$ cat src/rtl/tof_frame_writer_pkg.sv
// Shared types and constants for the ToF frame writer.
package tof_frame_pkg;

  // Writer FSM states.
  typedef enum logic [1:0] {
    IDLE  = 2'd0,
    WRITE = 2'd1,
    DONE  = 2'd2
  } state_e;

  // Default configuration of the frame writer.
  localparam int DEF_N_CH       = 8;
  localparam int DEF_DATA_W     = 16;
  localparam int DEF_FRAME_LEN  = 64;
  localparam int DEF_ADDR_W     = 6;
  localparam int DEF_WR_HOLD    = 2;
  localparam int DEF_CONTINUOUS = 0;

  // Width needed to hold an index in 0..n-1 (never narrower than one bit).
  function automatic int idx_width(input int n);
    return (n <= 2) ? 1 : $clog2(n);
  endfunction

endpackage

$ cat src/rtl/tof_frame_writer_if.sv
// Sensor-side and BRAM-side signal bundle of the ToF frame writer.
interface tof_frame_writer_if #(
  parameter int N_CH   = 8,
  parameter int DATA_W = 16,
  parameter int ADDR_W = 6
);
  import tof_frame_pkg::*;

  localparam int IDX_W = idx_width(N_CH);

  logic [N_CH-1:0]        tof_dr;
  logic [N_CH*DATA_W-1:0] tof_data;
  logic                   clear;
  logic [N_CH-1:0]        tof_ack;
  logic                   mem_wea;
  logic [ADDR_W-1:0]      mem_addr;
  logic [DATA_W-1:0]      mem_din;
  logic [IDX_W-1:0]       tof_index;
  logic                   frame_done;
  logic                   all_data_written;

  // Environment side: sensors, frame control and the BRAM/solver observers.
  modport master (
    output tof_dr, tof_data, clear,
    input  tof_ack, mem_wea, mem_addr, mem_din, tof_index, frame_done, all_data_written
  );

  // Writer side.
  modport slave (
    input  tof_dr, tof_data, clear,
    output tof_ack, mem_wea, mem_addr, mem_din, tof_index, frame_done, all_data_written
  );

endinterface

$ cat src/rtl/tof_frame_writer_rr_select.sv
// Combinational round-robin selector: first requester at or after ptr, wrapping.
module rr_select #(
  parameter int N_CH  = 8,
  parameter int IDX_W = 3
) (
  input  logic [N_CH-1:0]  req,
  input  logic [IDX_W-1:0] ptr,
  output logic             grant_valid,
  output logic [IDX_W-1:0] grant_idx
);

  localparam int SUM_W = IDX_W + 1;
  localparam logic [SUM_W-1:0] N_CH_C = SUM_W'(N_CH);

  logic [2*N_CH-1:0] req2_s;
  logic [2*N_CH-1:0] shifted_s;
  logic [N_CH-1:0]   rot_s;
  logic [IDX_W-1:0]  off_s;
  logic [SUM_W-1:0]  sum_s;

  // Rotate requests so ptr sits at bit 0, take the lowest set bit, then map back.
  always_comb begin
    req2_s    = {req, req};
    shifted_s = req2_s >> ptr;
    rot_s     = shifted_s[N_CH-1:0];
    off_s     = '0;
    for (int i = N_CH - 1; i >= 0; i--) begin
      off_s = rot_s[i] ? IDX_W'(i) : off_s;
    end
    grant_valid = |rot_s;
    sum_s       = {1'b0, ptr} + {1'b0, off_s};
    if (sum_s >= N_CH_C) begin
      grant_idx = IDX_W'(sum_s - N_CH_C);
    end else begin
      grant_idx = IDX_W'(sum_s);
    end
  end

endmodule

$ cat src/rtl/tof_frame_writer.sv
// ToF frame writer: round-robin capture of N ToF channels into a linear frame in BRAM.
module tof_frame_writer
  import tof_frame_pkg::*;
#(
  parameter int N_CH       = DEF_N_CH,
  parameter int DATA_W     = DEF_DATA_W,
  parameter int FRAME_LEN  = DEF_FRAME_LEN,
  parameter int ADDR_W     = DEF_ADDR_W,
  parameter int WR_HOLD    = DEF_WR_HOLD,
  parameter int CONTINUOUS = DEF_CONTINUOUS
) (
  input  logic             clk,
  input  logic             reset_n,
  tof_frame_writer_if.slave bus
);

  localparam int IDX_W  = idx_width(N_CH);
  localparam int CNT_W  = $clog2(FRAME_LEN + 1);
  localparam int HOLD_W = idx_width(WR_HOLD);
  localparam bit CONT_MODE = (CONTINUOUS != 0);
  localparam logic [CNT_W-1:0]  FRAME_LEN_C  = CNT_W'(FRAME_LEN);
  localparam logic [HOLD_W-1:0] HOLD_LAST_C  = HOLD_W'(WR_HOLD - 1);
  localparam logic [IDX_W-1:0]  LAST_CH_C    = IDX_W'(N_CH - 1);
  localparam logic [N_CH-1:0]   ONE_HOT_BASE = {{(N_CH-1){1'b0}}, 1'b1};

  state_e             state_q, state_d;
  logic [IDX_W-1:0]   rr_ptr_q, rr_ptr_d;
  logic [CNT_W-1:0]   wr_count_q, wr_count_d;
  logic [HOLD_W-1:0]  hold_cnt_q, hold_cnt_d;
  logic [N_CH-1:0]    tof_ack_q, tof_ack_d;
  logic               mem_wea_q, mem_wea_d;
  logic [ADDR_W-1:0]  mem_addr_q, mem_addr_d;
  logic [DATA_W-1:0]  mem_din_q, mem_din_d;
  logic [IDX_W-1:0]   tof_index_q, tof_index_d;
  logic               frame_done_q, frame_done_d;
  logic               adw_q, adw_d;

  logic               grant_valid_s;
  logic [IDX_W-1:0]   grant_idx_s;
  logic [DATA_W-1:0]  sel_data_s;
  logic               last_hold_s;
  logic [CNT_W-1:0]   cnt_inc_s;
  logic               frame_full_s;

  rr_select #(
    .N_CH  (N_CH),
    .IDX_W (IDX_W)
  ) u_rr_select (
    .req         (bus.tof_dr),
    .ptr         (rr_ptr_q),
    .grant_valid (grant_valid_s),
    .grant_idx   (grant_idx_s)
  );

  // Reading of the granted channel.
  always_comb begin
    sel_data_s = '0;
    for (int k = 0; k < N_CH; k++) begin
      sel_data_s = (grant_idx_s == IDX_W'(k)) ? bus.tof_data[k*DATA_W +: DATA_W] : sel_data_s;
    end
  end

  // End-of-write and end-of-frame detection shared by next-state and output logic.
  always_comb begin
    last_hold_s  = (state_q == WRITE) && (hold_cnt_q == HOLD_LAST_C);
    cnt_inc_s    = wr_count_q + CNT_W'(1);
    frame_full_s = last_hold_s && (cnt_inc_s == FRAME_LEN_C);
  end

  // FSM state register.
  always_ff @(posedge clk or negedge reset_n) begin
    if (!reset_n) begin
      state_q <= IDLE;
    end else begin
      state_q <= state_d;
    end
  end

  // FSM next-state: clear always wins and returns to IDLE.
  always_comb begin
    state_d = state_q;
    case (state_q)
      IDLE: begin
        if (bus.clear) begin
          state_d = IDLE;
        end else if (grant_valid_s) begin
          state_d = WRITE;
        end else begin
          state_d = IDLE;
        end
      end
      WRITE: begin
        if (bus.clear) begin
          state_d = IDLE;
        end else if (frame_full_s && !CONT_MODE) begin
          state_d = DONE;
        end else if (last_hold_s) begin
          state_d = IDLE;
        end else begin
          state_d = WRITE;
        end
      end
      DONE: begin
        if (bus.clear) begin
          state_d = IDLE;
        end else begin
          state_d = DONE;
        end
      end
      default: state_d = IDLE;
    endcase
  end

  // FSM outputs and datapath next values; every visible output is registered.
  always_comb begin
    rr_ptr_d     = rr_ptr_q;
    wr_count_d   = wr_count_q;
    hold_cnt_d   = hold_cnt_q;
    tof_ack_d    = '0;
    mem_wea_d    = 1'b0;
    mem_addr_d   = mem_addr_q;
    mem_din_d    = mem_din_q;
    tof_index_d  = tof_index_q;
    frame_done_d = 1'b0;
    case (state_q)
      IDLE: begin
        if (bus.clear) begin
          wr_count_d = '0;
          hold_cnt_d = '0;
        end else if (grant_valid_s) begin
          tof_ack_d   = ONE_HOT_BASE << grant_idx_s;
          mem_wea_d   = 1'b1;
          mem_addr_d  = ADDR_W'(wr_count_q);
          mem_din_d   = sel_data_s;
          tof_index_d = grant_idx_s;
          hold_cnt_d  = '0;
          if (grant_idx_s == LAST_CH_C) begin
            rr_ptr_d = '0;
          end else begin
            rr_ptr_d = grant_idx_s + IDX_W'(1);
          end
        end else begin
          hold_cnt_d = '0;
        end
      end
      WRITE: begin
        if (bus.clear) begin
          // Abort: the in-progress write is truncated and the frame restarts.
          wr_count_d = '0;
          hold_cnt_d = '0;
        end else if (last_hold_s) begin
          hold_cnt_d   = '0;
          frame_done_d = frame_full_s;
          if (frame_full_s && CONT_MODE) begin
            wr_count_d = '0;
          end else begin
            wr_count_d = cnt_inc_s;
          end
        end else begin
          hold_cnt_d = hold_cnt_q + HOLD_W'(1);
          mem_wea_d  = 1'b1;
        end
      end
      DONE: begin
        if (bus.clear) begin
          wr_count_d = '0;
        end else begin
          wr_count_d = wr_count_q;
        end
      end
      default: begin
        wr_count_d = '0;
        hold_cnt_d = '0;
      end
    endcase
    adw_d = CONT_MODE ? frame_done_d : (state_d == DONE);
  end

  // Datapath and output registers; async reset clears every output at once.
  always_ff @(posedge clk or negedge reset_n) begin
    if (!reset_n) begin
      rr_ptr_q     <= '0;
      wr_count_q   <= '0;
      hold_cnt_q   <= '0;
      tof_ack_q    <= '0;
      mem_wea_q    <= 1'b0;
      mem_addr_q   <= '0;
      mem_din_q    <= '0;
      tof_index_q  <= '0;
      frame_done_q <= 1'b0;
      adw_q        <= 1'b0;
    end else begin
      rr_ptr_q     <= rr_ptr_d;
      wr_count_q   <= wr_count_d;
      hold_cnt_q   <= hold_cnt_d;
      tof_ack_q    <= tof_ack_d;
      mem_wea_q    <= mem_wea_d;
      mem_addr_q   <= mem_addr_d;
      mem_din_q    <= mem_din_d;
      tof_index_q  <= tof_index_d;
      frame_done_q <= frame_done_d;
      adw_q        <= adw_d;
    end
  end

  assign bus.tof_ack          = tof_ack_q;
  assign bus.mem_wea          = mem_wea_q;
  assign bus.mem_addr         = mem_addr_q;
  assign bus.mem_din          = mem_din_q;
  assign bus.tof_index        = tof_index_q;
  assign bus.frame_done       = frame_done_q;
  assign bus.all_data_written = adw_q;

endmodule

$ cat src/flat_wrapper.sv
// flat-port wrapper written by rule: the top's interface ports become plain ports
module tof_frame_writer_flat import tof_frame_pkg::*;
#(
  parameter int N_CH       = DEF_N_CH,
  parameter int DATA_W     = DEF_DATA_W,
  parameter int FRAME_LEN  = DEF_FRAME_LEN,
  parameter int ADDR_W     = DEF_ADDR_W,
  parameter int WR_HOLD    = DEF_WR_HOLD,
  parameter int CONTINUOUS = DEF_CONTINUOUS
)
  (clk, reset_n, bus_tof_dr, bus_tof_data, bus_clear, bus_tof_ack, bus_mem_wea, bus_mem_addr, bus_mem_din, bus_tof_index, bus_frame_done, bus_all_data_written);
  tof_frame_writer_if #(.N_CH(N_CH), .DATA_W(DATA_W), .ADDR_W(ADDR_W)) bus_i ();
  input  logic clk;
  input  logic reset_n;
  input wire logic [$bits(bus_i.tof_dr)-1:0] bus_tof_dr;
  input wire logic [$bits(bus_i.tof_data)-1:0] bus_tof_data;
  input wire logic [$bits(bus_i.clear)-1:0] bus_clear;
  output wire logic [$bits(bus_i.tof_ack)-1:0] bus_tof_ack;
  output wire logic [$bits(bus_i.mem_wea)-1:0] bus_mem_wea;
  output wire logic [$bits(bus_i.mem_addr)-1:0] bus_mem_addr;
  output wire logic [$bits(bus_i.mem_din)-1:0] bus_mem_din;
  output wire logic [$bits(bus_i.tof_index)-1:0] bus_tof_index;
  output wire logic [$bits(bus_i.frame_done)-1:0] bus_frame_done;
  output wire logic [$bits(bus_i.all_data_written)-1:0] bus_all_data_written;
  assign bus_i.tof_dr = bus_tof_dr;
  assign bus_i.tof_data = bus_tof_data;
  assign bus_i.clear = bus_clear;
  assign bus_tof_ack = bus_i.tof_ack;
  assign bus_mem_wea = bus_i.mem_wea;
  assign bus_mem_addr = bus_i.mem_addr;
  assign bus_mem_din = bus_i.mem_din;
  assign bus_tof_index = bus_i.tof_index;
  assign bus_frame_done = bus_i.frame_done;
  assign bus_all_data_written = bus_i.all_data_written;
  tof_frame_writer #(.N_CH(N_CH), .DATA_W(DATA_W), .FRAME_LEN(FRAME_LEN), .ADDR_W(ADDR_W), .WR_HOLD(WR_HOLD), .CONTINUOUS(CONTINUOUS)) u_core (.clk(clk), .reset_n(reset_n), .bus(bus_i));
endmodule
$ cat config.mk
export PLATFORM = sky130hd
export DESIGN_NAME = tof_frame_writer_flat
export DESIGN_NICKNAME = d
export VERILOG_FILES = /design/src/rtl/tof_frame_writer_pkg.sv /design/src/rtl/tof_frame_writer_if.sv /design/src/rtl/tof_frame_writer_rr_select.sv /design/src/rtl/tof_frame_writer.sv /design/src/flat_wrapper.sv
export SDC_FILE = /design/constraint.sdc
export NUM_CORES = 1
export LEC_CHECK = 0
export BUFFER_PORTS_ARGS = -buffer_cell sky130_fd_sc_hd__buf_2
export CAP_MARGIN = 25
export CORE_MARGIN = 8
export CORE_UTILIZATION = 50
export DETAILED_ROUTE_END_ITERATION = 10
export GPL_ROUTABILITY_DRIVEN = 0
export PLACE_DENSITY_LB_ADDON = 0.1
export SLEW_MARGIN = 20
export SYNTH_ARGS = -nofsm -noshare
export SYNTH_HDL_FRONTEND = slang
export SYNTH_SLANG_ARGS = --single-unit
$ cat constraint.sdc
create_clock -name clk -period 5.58 [get_ports clk]
set_input_delay 0.837 -clock clk [delete_from_list [all_inputs] [get_ports clk]]
set_output_delay 0.837 -clock clk [all_outputs]
set_load 0.01 [all_outputs]
* After elaboration in Yosys (flattened, before gate mapping)
Index checks and enable logic that the tools add are counted.
** Word-level totals
- Memories kept :: 0
- Logic and storage cells :: 84
- Output and inout port bits :: 36
- Bits in registers :: 49
- Bits in writable memories :: 0
- Bits of input ports :: 139
- Bits in latches :: 0
- Memory bits (read-only) :: 0
** Operators by class
- $mul :: 0
- Magnitude comparators :: 1
- Bitwise operators :: 1
- Add/sub/neg operators :: 5
- Reductions and logical operators :: 8
- Mux-type cells :: 43
- Shifts and indexed selects :: 2
- Equality and inequality tests :: 13
- Divide/modulo/power cells :: 0
** Operators by type and width (count)
- two-way mux 16 bit :: 8
- two-way mux 3 bit :: 10
- two-way mux 8 bit :: 3
- two-way mux 7 bit :: 3
- >> shifter 16 x 3 -> 8 bit :: 1
- case mux 7 bit (2 select lines) :: 1
- == test 3 bit, second input constant :: 4
- two-way mux 1 bit :: 11
- two-way mux 2 bit :: 4
- OR reduction 8 bit :: 1
- left shift 1 x 3 -> 8 bit, first input constant :: 1
- adder 7 x 1 -> 7 bit, second input constant :: 1
- == test 7 bit, second input constant :: 1
- == test 3 x 2 -> 1 bit, second input constant :: 2
- case mux 2 bit (3 select lines) :: 1
- adder 3 x 3 -> 4 bit :: 1
- == test 2 bit, second input constant :: 2
- >= comparator 4 bit, second input constant :: 1
- case mux 1 bit (2 select lines) :: 2
- adder 3 x 1 -> 3 bit, second input constant :: 1
- == test 3 x 1 -> 1 bit, second input constant :: 1
- zero test 3 bit :: 1
- != test 3 x 2 -> 1 bit, second input constant :: 1
- AND reduction 3 bit :: 1
- other kinds (9) :: 10

* Logic depth before layout (Yosys ltp)
Gate-level depths: netlist of the first run.
- Depth in word-level cells :: 21
- Depth in mapped cells :: 22
- Mapped depth without buffers :: 18

* Cells and area by module
Synthesis of the first run repeated with hierarchy kept, for this count alone.
** Second synthesis, totals
- Cells, all modules :: 428
- Area total of the unflattened synthesis :: 3761.1 sq um
** By module, submodules not included
- tof_frame_writer :: instances 1, seq. area each 1226.2 sq um, area each 3213.1 sq um, cells an instance 363
- rr_select :: instances 1, seq. area each 0.0 sq um, area each 548.0 sq um, cells an instance 65

* Least setup slack after synthesis of the first run
OpenSTA, ideal clock, no wires.
- Path kind :: input to register
- Start :: input port bus_tof_dr[0]
- End :: register u_core.mem_din_q[2] (netlist: u_core.bus.mem_din[2])
- Stages :: 21
- Buffers on the path :: 4
- Arrival time :: 4742 ps
- Data required time :: 5498 ps
- Library setup time :: 82 ps
- Path slack :: 756 ps
- Cells stage by stage :: nor2b_1 -> a21oi_1 -> nor3b_1 -> a311oi_1 -> a21oi_1 -> a211oi_1 -> a31oi_1 -> ha_1 -> fa_1 -> xnor2_1 -> xnor2_4 -> buf_6 -> buf_4 -> ha_1 -> clkbuf_1 -> nor2_1 -> clkbuf_1 -> nand2_1 -> mux2i_1 -> a221oi_1 -> o22ai_1
** On the way
- Word-level cells in the longest chain between the ends :: 21
- Elaborated cells on any way between the ends :: 31
- Those cells by class :: 2 x add/sub; 1 x order compare; 7 x eq/ne; 1 x shift; 17 x mux; 3 x reduce/logical
** RTL lines
- start: declaration :: RTL line flat_wrapper.sv:15 : input wire logic [$bits(bus_i.tof_dr)-1:0] bus_tof_dr;
- >> shifter 16 x 3 -> 8 bit (*) :: RTL line tof_frame_writer_rr_select.sv:24 : shifted_s = req2_s >> ptr;
- two-way mux 3 bit (8 in series) :: RTL line tof_frame_writer_rr_select.sv:28 : off_s = rot_s[i] ? IDX_W'(i) : off_s;
- adder 3 x 3 -> 4 bit :: RTL line tof_frame_writer_rr_select.sv:31 : sum_s = {1'b0, ptr} + {1'b0, off_s};
- >= comparator 4 bit / subtractor 3 x 1 -> 3 bit (equally long branches) :: RTL line tof_frame_writer_rr_select.sv:32, tof_frame_writer_rr_select.sv:33
- two-way mux 3 bit :: RTL line tof_frame_writer_rr_select.sv:32 : if (sum_s >= N_CH_C) begin
- zero test 3 bit :: RTL line tof_frame_writer.sv:59 : sel_data_s = (grant_idx_s == IDX_W'(k)) ? bus.tof_data[k*DATA_W +: DATA_W] : sel_data_s;
- two-way mux 16 bit (8 in series) :: RTL line tof_frame_writer.sv:59
- end signal: assignment :: RTL line tof_frame_writer.sv:199 : mem_din_q <= mem_din_d;
- end: declaration :: RTL line tof_frame_writer.sv:33 : logic [DATA_W-1:0] mem_din_q, mem_din_d;
Every way passes the cells marked *; elsewhere a longest branch is shown, timed or not.
A chain may end at the register's enable or synchronous reset.

* Worst setup path in the final report of the first run
- Start :: register u_core.rr_ptr_q[0]
- End :: register u_core.mem_din_q[5] (netlist: u_core.bus.mem_din[5])
** On the way
- Word-level cells in the longest chain between the ends :: 21
- Elaborated cells on any way between the ends :: 31
- Those cells by class :: 2 x add/sub; 1 x order compare; 7 x eq/ne; 1 x shift; 17 x mux; 3 x reduce/logical
** RTL lines
- start: declaration :: RTL line tof_frame_writer.sv:27 : logic [IDX_W-1:0] rr_ptr_q, rr_ptr_d;
- start signal: assignment :: RTL line tof_frame_writer.sv:193 : rr_ptr_q <= rr_ptr_d;
- >> shifter 16 x 3 -> 8 bit :: RTL line tof_frame_writer_rr_select.sv:24
- two-way mux 3 bit (8 in series) :: RTL line tof_frame_writer_rr_select.sv:28
- adder 3 x 3 -> 4 bit :: RTL line tof_frame_writer_rr_select.sv:31
- >= comparator 4 bit / subtractor 3 x 1 -> 3 bit (equally long branches) :: RTL line tof_frame_writer_rr_select.sv:32, tof_frame_writer_rr_select.sv:33
- two-way mux 3 bit :: RTL line tof_frame_writer_rr_select.sv:32
- zero test 3 bit :: RTL line tof_frame_writer.sv:59
- two-way mux 16 bit (8 in series) :: RTL line tof_frame_writer.sv:59
Several ways; a longest one is shown, not always the timed one.

==> results of run 1 <==
critical path, stage by stage (launching register included):
cell and delay [ps]:
dfrtp_1 670, nor2b_1 400, a21oi_1 120, nor3b_1 200, a311oi_1 280, a21oi_1 100, a211oi_1 240, a31oi_1 70
ha_1 220, fa_1 410, xnor2_1 460, xnor2_4 200, inv_4 130, ha_1 410, nor2_1 630, o21ai_0 230
a22oi_1 220
final cells by class:
cell class              instances  share of cell area
clock inverters                 3             0.00818
well taps                     108              0.0253
multi-input cells             454               0.531
flip-flops and latches         49               0.229
inverters                      21              0.0152
clock buffers                   5              0.0129
repair buffers                185               0.178
layer usage:
layer	vias up	track usage
met5	-	0
met4	0	0.0704
met3	32	0.0485
met2	251	0.362
met1	2180	0.321
li1	2336	-
kinds of logic after synthesis:
kind of cell	after synthesis	synth area share
AO/OA/AOI/OAI	199	0.304
XOR/XNOR	7	0.0185
adder cells (fa/ha/maj)	10	0.0306
buffers and inverters	66	0.0673
flip-flops	49	0.283
multiplexers	18	0.0419
AND/OR/NAND/NOR	220	0.255
registers in the layout, summed over array words and instances, names as in the netlist:
| name | cells |
|---|---|
| u_core.wr_count_q | 7 |
| u_core.bus.all_data_written | 1 |
| u_core.state_q | 2 |
| u_core.bus.mem_din | 16 |
| u_core.bus.mem_wea | 1 |
| u_core.bus.tof_ack | 8 |
| u_core.bus.tof_index | 3 |
| u_core.hold_cnt_q | 1 |
| u_core.bus.mem_addr | 6 |
| u_core.bus.frame_done | 1 |
| u_core.rr_ptr_q | 3 |
layout by cell type, fill, tap and decap left out, drive strengths merged, types with 6 or more instances in the layout:
cell type  Yosys  layout
o21a          10      10
inv           21      22
ha             9       9
and3           8       8
nor2b          7       7
a21oi         53      53
and2          10      10
nand2b        14      14
dfrtp         49      49
o32ai         10      10
nand2        117     117
a221oi         7       7
o21ai         55      55
o221ai         9       9
nor2          19      19
a22oi          9       9
a211o          6       6
nand3          9       9
mux2i         17      17
buf            9     185
and3b         16      16
a21o           9       9
per-stage QoR:
step / hold WS, ps / cell area, sq um / cells / setup slack [ps]
6_report: 478 / 5350 / 825 / 484
5_1_grt: 504 / 5350 / 825 / 24.8
4_1_cts: 483 / 5340 / 824 / 468
3_5_place_dp: 457 / 5230 / 816 / 271
3_3_place_gp: 457 / 5230 / 816 / 431
2_1_floorplan: 476 / 4330 / 569 / 756
path summary, 6_finish.rpt:
kind	from	end	slack, ps	cells past startpoint
min in group asynchronous	reset_n	u_core.rr_ptr_q[1]	630	2
min reg2reg	u_core.bus.mem_addr[0]	u_core.bus.mem_addr[0]	480	2
max	u_core.rr_ptr_q[0]	u_core.bus.mem_din[5]	480	16
max reg2reg	u_core.rr_ptr_q[0]	u_core.bus.mem_din[5]	480	16
max in group asynchronous	reset_n	u_core.bus.mem_din[10]	4510	2
min	u_core.bus.mem_addr[0]	u_core.bus.mem_addr[0]	480	2
==> impl_results.md, run 1 <==
* Hold Vio Cnt, Final at 0
* CTS Buf Count at 5
* Antenna violations before repair at 0
* Worst-Margin Slew at 858 ps
* Storage cell area at 0.00123 sq mm
* RSZ-0062 raised after global routing: no
* Biggest area consumer among synthesized cells: dfrtp_1
* Met2 WL at 6.35 mm
* Root Buffer: clkbuf_8
* Most frequent cell after synthesis: nand2_1
* Slew margin rel. at 0.428
* Top Layer Used: met4
* First DRT Iteration DRCs at 397
* Die H at 109 um
* Worst-path fanout max at 26
* Avg Vias per Cell at 5.82
* #FFs+latches synth at 49
* Gate Count Post-Synth at 569
* Area occupied by multi-input gates at 0.00284 sq mm
* CTS Hold Bufs at 0
* Worst path arrival time at 5310 ps
* Ranking of synthesized cells by area: dfrtp_1, nand2_1, o21ai_0, a21oi_1, mux2i_1
* Number of setup buffers added after CTS at 0
* Fin. max-slew vios at 0
* Drt pass-1 iters at 5
* # port buffers at 174
* Share of layout cells above drive strength 1 at 0.296
* Die Wd at 109 um
* Setup Viol. Count Final at 0
* Critical path data required time at 5790 ps
* Worst-path clk slew at 90 ps
* Final WL at 14.5 mm
* Num Clock Sinks at 49
* Fin crit share at 0.913
* MaxCap Viol Count at 0
* DIE AREA at 0.0119 sq mm
* Syn. warnings at 0
* Io pins at 175
* Area Growth Syn to Fin at 23.5%
* First-pass GRT wire length at 22.6 mm
* Max Clock Skew at 10.1 ps
* Initial Utilization at 0.507
* Final #Nets at 865
* Via count at 4,799
* Max Freq at 0.196 GHz
* Clk_lat worst skew at 300 ps
* FFs w/ async S/R, synth at 1.00
* Core ar. at 0.00855 sq mm
* Cell Area, Synth at 0.00433 sq mm
* Synth Flop Type: dfrtp_1
* Post-CTS sizing at 0
* Final core occ at 0.626
* Worst Setup End Kind: flop
* Setup TNS Final at 0 ps
* Total track usage at 0.234
* Sequential fraction of the synthesis area at 0.283
* Post-synth top cells: nand2_1, o21ai_0, a21oi_1
* Ant diodes at 0
* Post-route ant nets at 0
* Worst Setup Path Type: flop to flop
* TritonCTS clock tree: built
* Number of cell rows at 34
* Post-synth EDFFs at 0
* Grt ovf at 0
* Fillcell total at 811
* Status: completed
* Post-Syn Nets at 718
* Vias in the first global route at 4,615
* Largest net degree at the start of global routing at 50
* Max Root-Sink Buffers at 2
* H-Tree Level Count at 2
* Synth unique cells at 59
* Met1 WL at 6.29 mm
* Drt wl/cell at 17.6 um
* Post-synthesis average cell area at 7.62 sq um
* Post-route minimum period at 5100 ps
* DRC viols at 0
* Hold Crit Class: flop to flop
* Post-DP HPWL at 11.2 mm
* Synth top area share at 0.283
* Worst setup SP type: flop
* Met3 Wirelength at 1.51 mm
Power of run 1 is not shown: default switching activity piles up to over one toggle a cycle in this logic, so the estimate is an artifact.
==> run 2, diff against run 1 <==
CORE_UTILIZATION = 54   (was 50)
clock period = 6.6 ns   (was 5.58 ns; I/O delays follow)
==> impl_results.md, run 2 (synthesized netlist as in run 1, its figures left out) <==
* Critical path, cell by cell: nor2b_1 -> a211oi_1 -> nor3_1 -> a311oi_1 -> o211ai_1 -> fa_1 -> xnor2_1 -> xnor2_4 -> inv_4 -> ha_1 -> nor2_1 -> o21ai_0 -> a22oi_1
* Most frequent cells in the layout: buf_2, nand2_1, o21ai_0
* CP peak stage delay at 850 ps (+180 ps)
* HP Start: u_core.bus.mem_addr[1]
* Reg2Reg Depth at 13 (-3)
* Hold Crit Class: flop to flop
* Commonest non-fill, non-tap cell in the layout: buf_2
* Cell count after placement at 807 (-1.1%)
* Root Buffer: clkbuf_8
* RSZ-0062 raised after global routing: no
* # port buffers at 174 (unchanged)
* Final #Nets at 864 (-0.12%)
* Post-CTS sizing at 0 (unchanged)
* CTS Buf Count at 5 (unchanged)
* Max reg flops at 16 (unchanged)
* Worst-path clk slew at 100 ps (about the same)
* Largest net degree at the start of global routing at 64 (+28%)
* Fillcell total at 703 (-13%)
* Levels on crit path at 13 (-3)
* TritonCTS clock tree: built
* Initial Utilization at 0.558 (+0.0511)
* Worst setup SP type: flop
* Storage cell area at 0.00123 sq mm (unchanged)
* RR Endpoint: u_core.bus.mem_din[8]
* DIE AREA at 0.0111 sq mm (-6.3%)
* Fin crit share at 0.895 (-0.0179)
* Avg Vias per Cell at 5.99 (+3.0%)
* Share of layout cells above drive strength 1 at 0.293 (-0.00238)
* MaxCap Viol Count at 0 (unchanged)
* Via count at 4,901 (+2.1%)
* Worst Setup Path Type: flop to flop
* Total track usage at 0.249 (+0.0141)
* First-pass GRT wire length at 23.2 mm (+2.7%)
* Slew margin rel. at 0.352 (-0.0759)
* Hold Vio Cnt, Final at 0 (unchanged)
* Post-route ant nets at 0 (unchanged)
* WP buf/inv at 1 (unchanged)
* Drt wl/cell at 17.5 um (-0.21%)
* Post-route minimum period at 5910 ps (+813 ps)
* Setup slack on the worst flop-to-flop path at 690 ps (+210 ps)
* Number of setup buffers added after CTS at 0 (unchanged)
* Setup Viol. Count Final at 0 (unchanged)
* Antenna violations before repair at 0 (unchanged)
* Die H at 106 um (-3.2%)
* Final WL at 14.4 mm (-1.1%)
* Num Clock Sinks at 49 (unchanged)
* Max Freq at 0.169 GHz (-14%)
* Non-Filler Instances at 818 (-0.85%)
* Hold Crit Depth at 2 (unchanged)
* Worst Hold Path EP: u_core.bus.mem_addr[1]
* DRC viols at 0 (unchanged)
* Worst R2R Start: u_core.rr_ptr_q[0]
* Critical path data required time at 6830 ps (+1040 ps)
* First DRT Iteration DRCs at 355 (-11%)
* Max Clock Skew at 5.23 ps (-4.91 ps)
* Drt pass-1 iters at 5 (unchanged)
* Area Growth Syn to Fin at 23.7%
* CP top delay family: compound AO/OA/AOI/OAI gates
* Worst-Margin Slew at 972 ps (+114 ps)
* Core ar. at 0.00777 sq mm (-9.2%)
* H-Tree Level Count at 2 (unchanged)
* Die Wd at 106 um (-3.2%)
* Setup TNS Final at 0 ps (unchanged)
* Ant diodes at 0 (unchanged)
* Fin. max-slew vios at 0 (unchanged)
* Status: completed
* Number of cell rows at 32 (-5.9%)
* Area occupied by multi-input gates at 0.00285 sq mm (+0.31%)
* Worst Setup End Kind: flop
* CTS Hold Bufs at 0 (unchanged)
* Post-DP HPWL at 11.1 mm (-0.97%)
* Worst-path fanout max at 40 (+54%)
* Max Root-Sink Buffers at 2 (unchanged)
* Slowest CP cell: dfrtp_1
* Grt ovf at 0 (unchanged)
* Clk_lat worst skew at 310 ps (about the same)
* Vias in the first global route at 4,808 (+4.2%)
* Io pins at 175 (unchanged)
* Worst path arrival time at 6130 ps (+820 ps)
## run 2: metrics by stage
step                utilization  hold WS (ps)  worst slack (ps)  instance area, sq um
finish                    0.690           481               690                  5360
global route              0.690           520               147                  5360
CTS                       0.686           485               753                  5330
detailed placement        0.673           459               546                  5230
global placement          0.670           456               704                  5200
floorplan                     -           476              1620                  4330
## run 2: worst min-delay path: stages (launching register included)
cell     delay, ps
dfrtp_1        350
nand2_1         50
nand2_1         50
## run 2: final cells by class
class / count / share of cell area
Clock inverter: 3 / 0.00490
Multi-Input combinational cell: 454 / 0.532
Tap cell: 102 / 0.0238
Inverter: 21 / 0.0152
Sequential cell: 49 / 0.229
Timing Repair Buffer: 184 / 0.183
Clock buffer: 5 / 0.0128
## run 2: metal layers
metal  GRT usage  part of all wire
met1       0.309              0.41
met2       0.413              0.48
met3      0.0688             0.085
met4      0.0704             0.021
met5           0                 0
## run 2: worst max-delay path by stage
stage	from	end	slack (ps)
after floorplan	bus_tof_dr[0]	u_core.bus.mem_din[2]	1620
after global placement	bus_tof_dr[0]	u_core.bus.mem_din[12]	700
after detailed placement	bus_tof_dr[0]	u_core.bus.mem_din[1]	550
after CTS	u_core.rr_ptr_q[0]	u_core.bus.mem_din[8]	750
after global routing	u_core.rr_ptr_q[0]	u_core.bus.mem_din[8]	150
final	u_core.rr_ptr_q[0]	u_core.bus.mem_din[8]	690
Power of run 2 is left out for the same reason.
==> run 3, diff against run 2 <==
CORE_UTILIZATION = 55   (was 54)
CTS_BUF_LIST = sky130_fd_sc_hd__clkbuf_2 sky130_fd_sc_hd__clkbuf_4 sky130_fd_sc_hd__clkbuf_8   (was default)
==> impl_results.md, run 3 (synthesized netlist as in run 1, its figures left out) <==
* Clk_lat worst skew at 320 ps (about the same)
* Ant diodes at 0 (unchanged)
* Root Buffer: clkbuf_8
* Post-DP HPWL at 10.7 mm (-3.4%)
* Num Clock Sinks at 49 (unchanged)
* Worst path arrival time at 5910 ps (-220 ps)
* Drt pass-1 iters at 5 (unchanged)
* Max Freq at 0.176 GHz (+4.2%)
* CTS Buf Count at 5 (unchanged)
* Max reg flops at 16 (unchanged)
* # port buffers at 174 (unchanged)
* DIE AREA at 0.0110 sq mm (-1.5%)
* Initial Utilization at 0.564 (+0.00581)
* Final #Nets at 863 (-0.12%)
* Worst Setup Path Type: primary input to flop
* Number of setup buffers added after CTS at 0 (unchanged)
* DRC viols at 0 (unchanged)
* Final WL at 14.1 mm (-1.4%)
* Fin crit share at 0.859 (-0.0361)
* Core ar. at 0.00769 sq mm (-1.0%)
* RR Endpoint: u_core.bus.mem_din[0]
* HP Start: u_core.bus.mem_din[10]
* Total track usage at 0.251 (+0.00225)
* Die Wd at 105 um (-0.78%)
* TritonCTS clock tree: built
* Setup TNS Final at 0 ps (unchanged)
* CTS Hold Bufs at 0 (unchanged)
* Antenna violations before repair at 0 (unchanged)
* Hold Crit Class: flop to flop
* Worst setup SP type: primary input
* Status: completed
* Setup slack on the worst flop-to-flop path at 970 ps (+280 ps)
* Number of cell rows at 32 (unchanged)
* Worst Hold Path EP: u_core.bus.mem_din[10]
* Reg2Reg Depth at 14 (+1)
* Worst Setup End Kind: flop
* Final core occ at 0.697 (+0.00654)
* Worst-Margin Slew at 1040 ps (+69.1 ps)
* Largest net degree at the start of global routing at 64 (unchanged)
* Via count at 4,840 (-1.2%)
* Hold Crit Depth at 2 (unchanged)
* Worst R2R Start: u_core.rr_ptr_q[0]
* Worst-path clk slew at 100 ps (about the same)
* Post-CTS sizing at 0 (unchanged)
* Drt wl/cell at 17.3 um (-1.3%)
* Setup Viol. Count Final at 0 (unchanged)
* Io pins at 175 (unchanged)
* Fin. max-slew vios at 0 (unchanged)
* H-Tree Level Count at 2 (unchanged)
* Max Clock Skew at 12.8 ps (+7.54 ps)
* Max Root-Sink Buffers at 2 (unchanged)
* Critical path data required time at 6840 ps (about the same)
* Slew margin rel. at 0.306 (-0.0461)
* Grt ovf at 0 (unchanged)
* First DRT Iteration DRCs at 347 (-2.3%)
* MaxCap Viol Count at 0 (unchanged)
* Vias in the first global route at 4,870 (+1.3%)
* Commonest non-fill, non-tap cell in the layout: buf_2
* RSZ-0062 raised after global routing: no
* Post-route minimum period at 5670 ps (-238 ps)
* Share of layout cells above drive strength 1 at 0.292 (-0.000988)
* Avg Vias per Cell at 5.92 (-1.1%)
* Worst-path fanout max at 40 (unchanged)
* Fillcell total at 676 (-3.8%)
* Hold Vio Cnt, Final at 0 (unchanged)
* First-pass GRT wire length at 23.4 mm (+0.59%)
* Area Growth Syn to Fin at 23.6% (about the same)
* Most frequent cells in the layout: buf_2, nand2_1, o21ai_0
* Die H at 105 um (-0.78%)
* Post-route ant nets at 0 (unchanged)
==> run 3: cell types whose count changed in the layout (fill, tap and decap cells not counted) <==
cell and change:
clkinv_4 +1, inv_6 -2, inv_8 +1, buf_4 -1
==> run 3: metal layers <==
metal  track usage  share of wire
met2         0.405           0.46
met1         0.315           0.42
met3        0.0700          0.091
met5             0              0
met4        0.0877          0.026
==> run 3: stage by stage <==
stage	hold slack [ps]	worst slack (ps)	std cells	instance area, sq um
2_1_floorplan	476	1620	569	4330
3_3_place_gp	455	888	806	5200
3_5_place_dp	462	598	806	5200
4_1_cts	492	971	814	5300
5_1_grt	514	395	817	5360
6_report	488	928	817	5360
==> run 3: worst max path at each step <==
stage	startpoint	endpoint	slack (ps)
CTS	bus_tof_dr[0]	u_core.bus.mem_din[0]	970
global placement	bus_tof_dr[0]	u_core.bus.mem_din[0]	890
detailed placement	bus_tof_dr[0]	u_core.bus.mem_din[0]	600
finish	bus_tof_dr[0]	u_core.bus.mem_din[0]	930
global route	u_core.rr_ptr_q[0]	u_core.bus.mem_din[0]	390
floorplan	bus_tof_dr[0]	u_core.bus.mem_din[2]	1620
==> run 3: worst max-delay path, cell delays in order <==
cell      delay, ps
buf_2           120
nor2b_1         290
a21oi_1         120
nor3b_1         200
a311oi_1        280
a21oi_1          90
a211oi_1        250
a31oi_1          90
ha_1            240
fa_1            420
xnor2_1         460
xnor2_4         420
ha_1            490
nor2_1          780
nand2_1         110
mux2i_1         250
o32ai_1         110
a22oi_1         180
==> run 3: area by class of cell <==
| class | instances | area [sq um] | share of cell area |
|---|---|---|---|
| clock inverter | 3 | 28.8 | 0.00537 |
| timing repair buffer | 183 | 971 | 0.181 |
| sequential | 49 | 1230 | 0.229 |
| tap | 102 | 128 | 0.0238 |
| inverter | 21 | 81.3 | 0.0152 |
| multi-input combinational | 454 | 2850 | 0.532 |
| clock buffer | 5 | 68.8 | 0.0129 |
Power of run 3 is left out for the same reason.
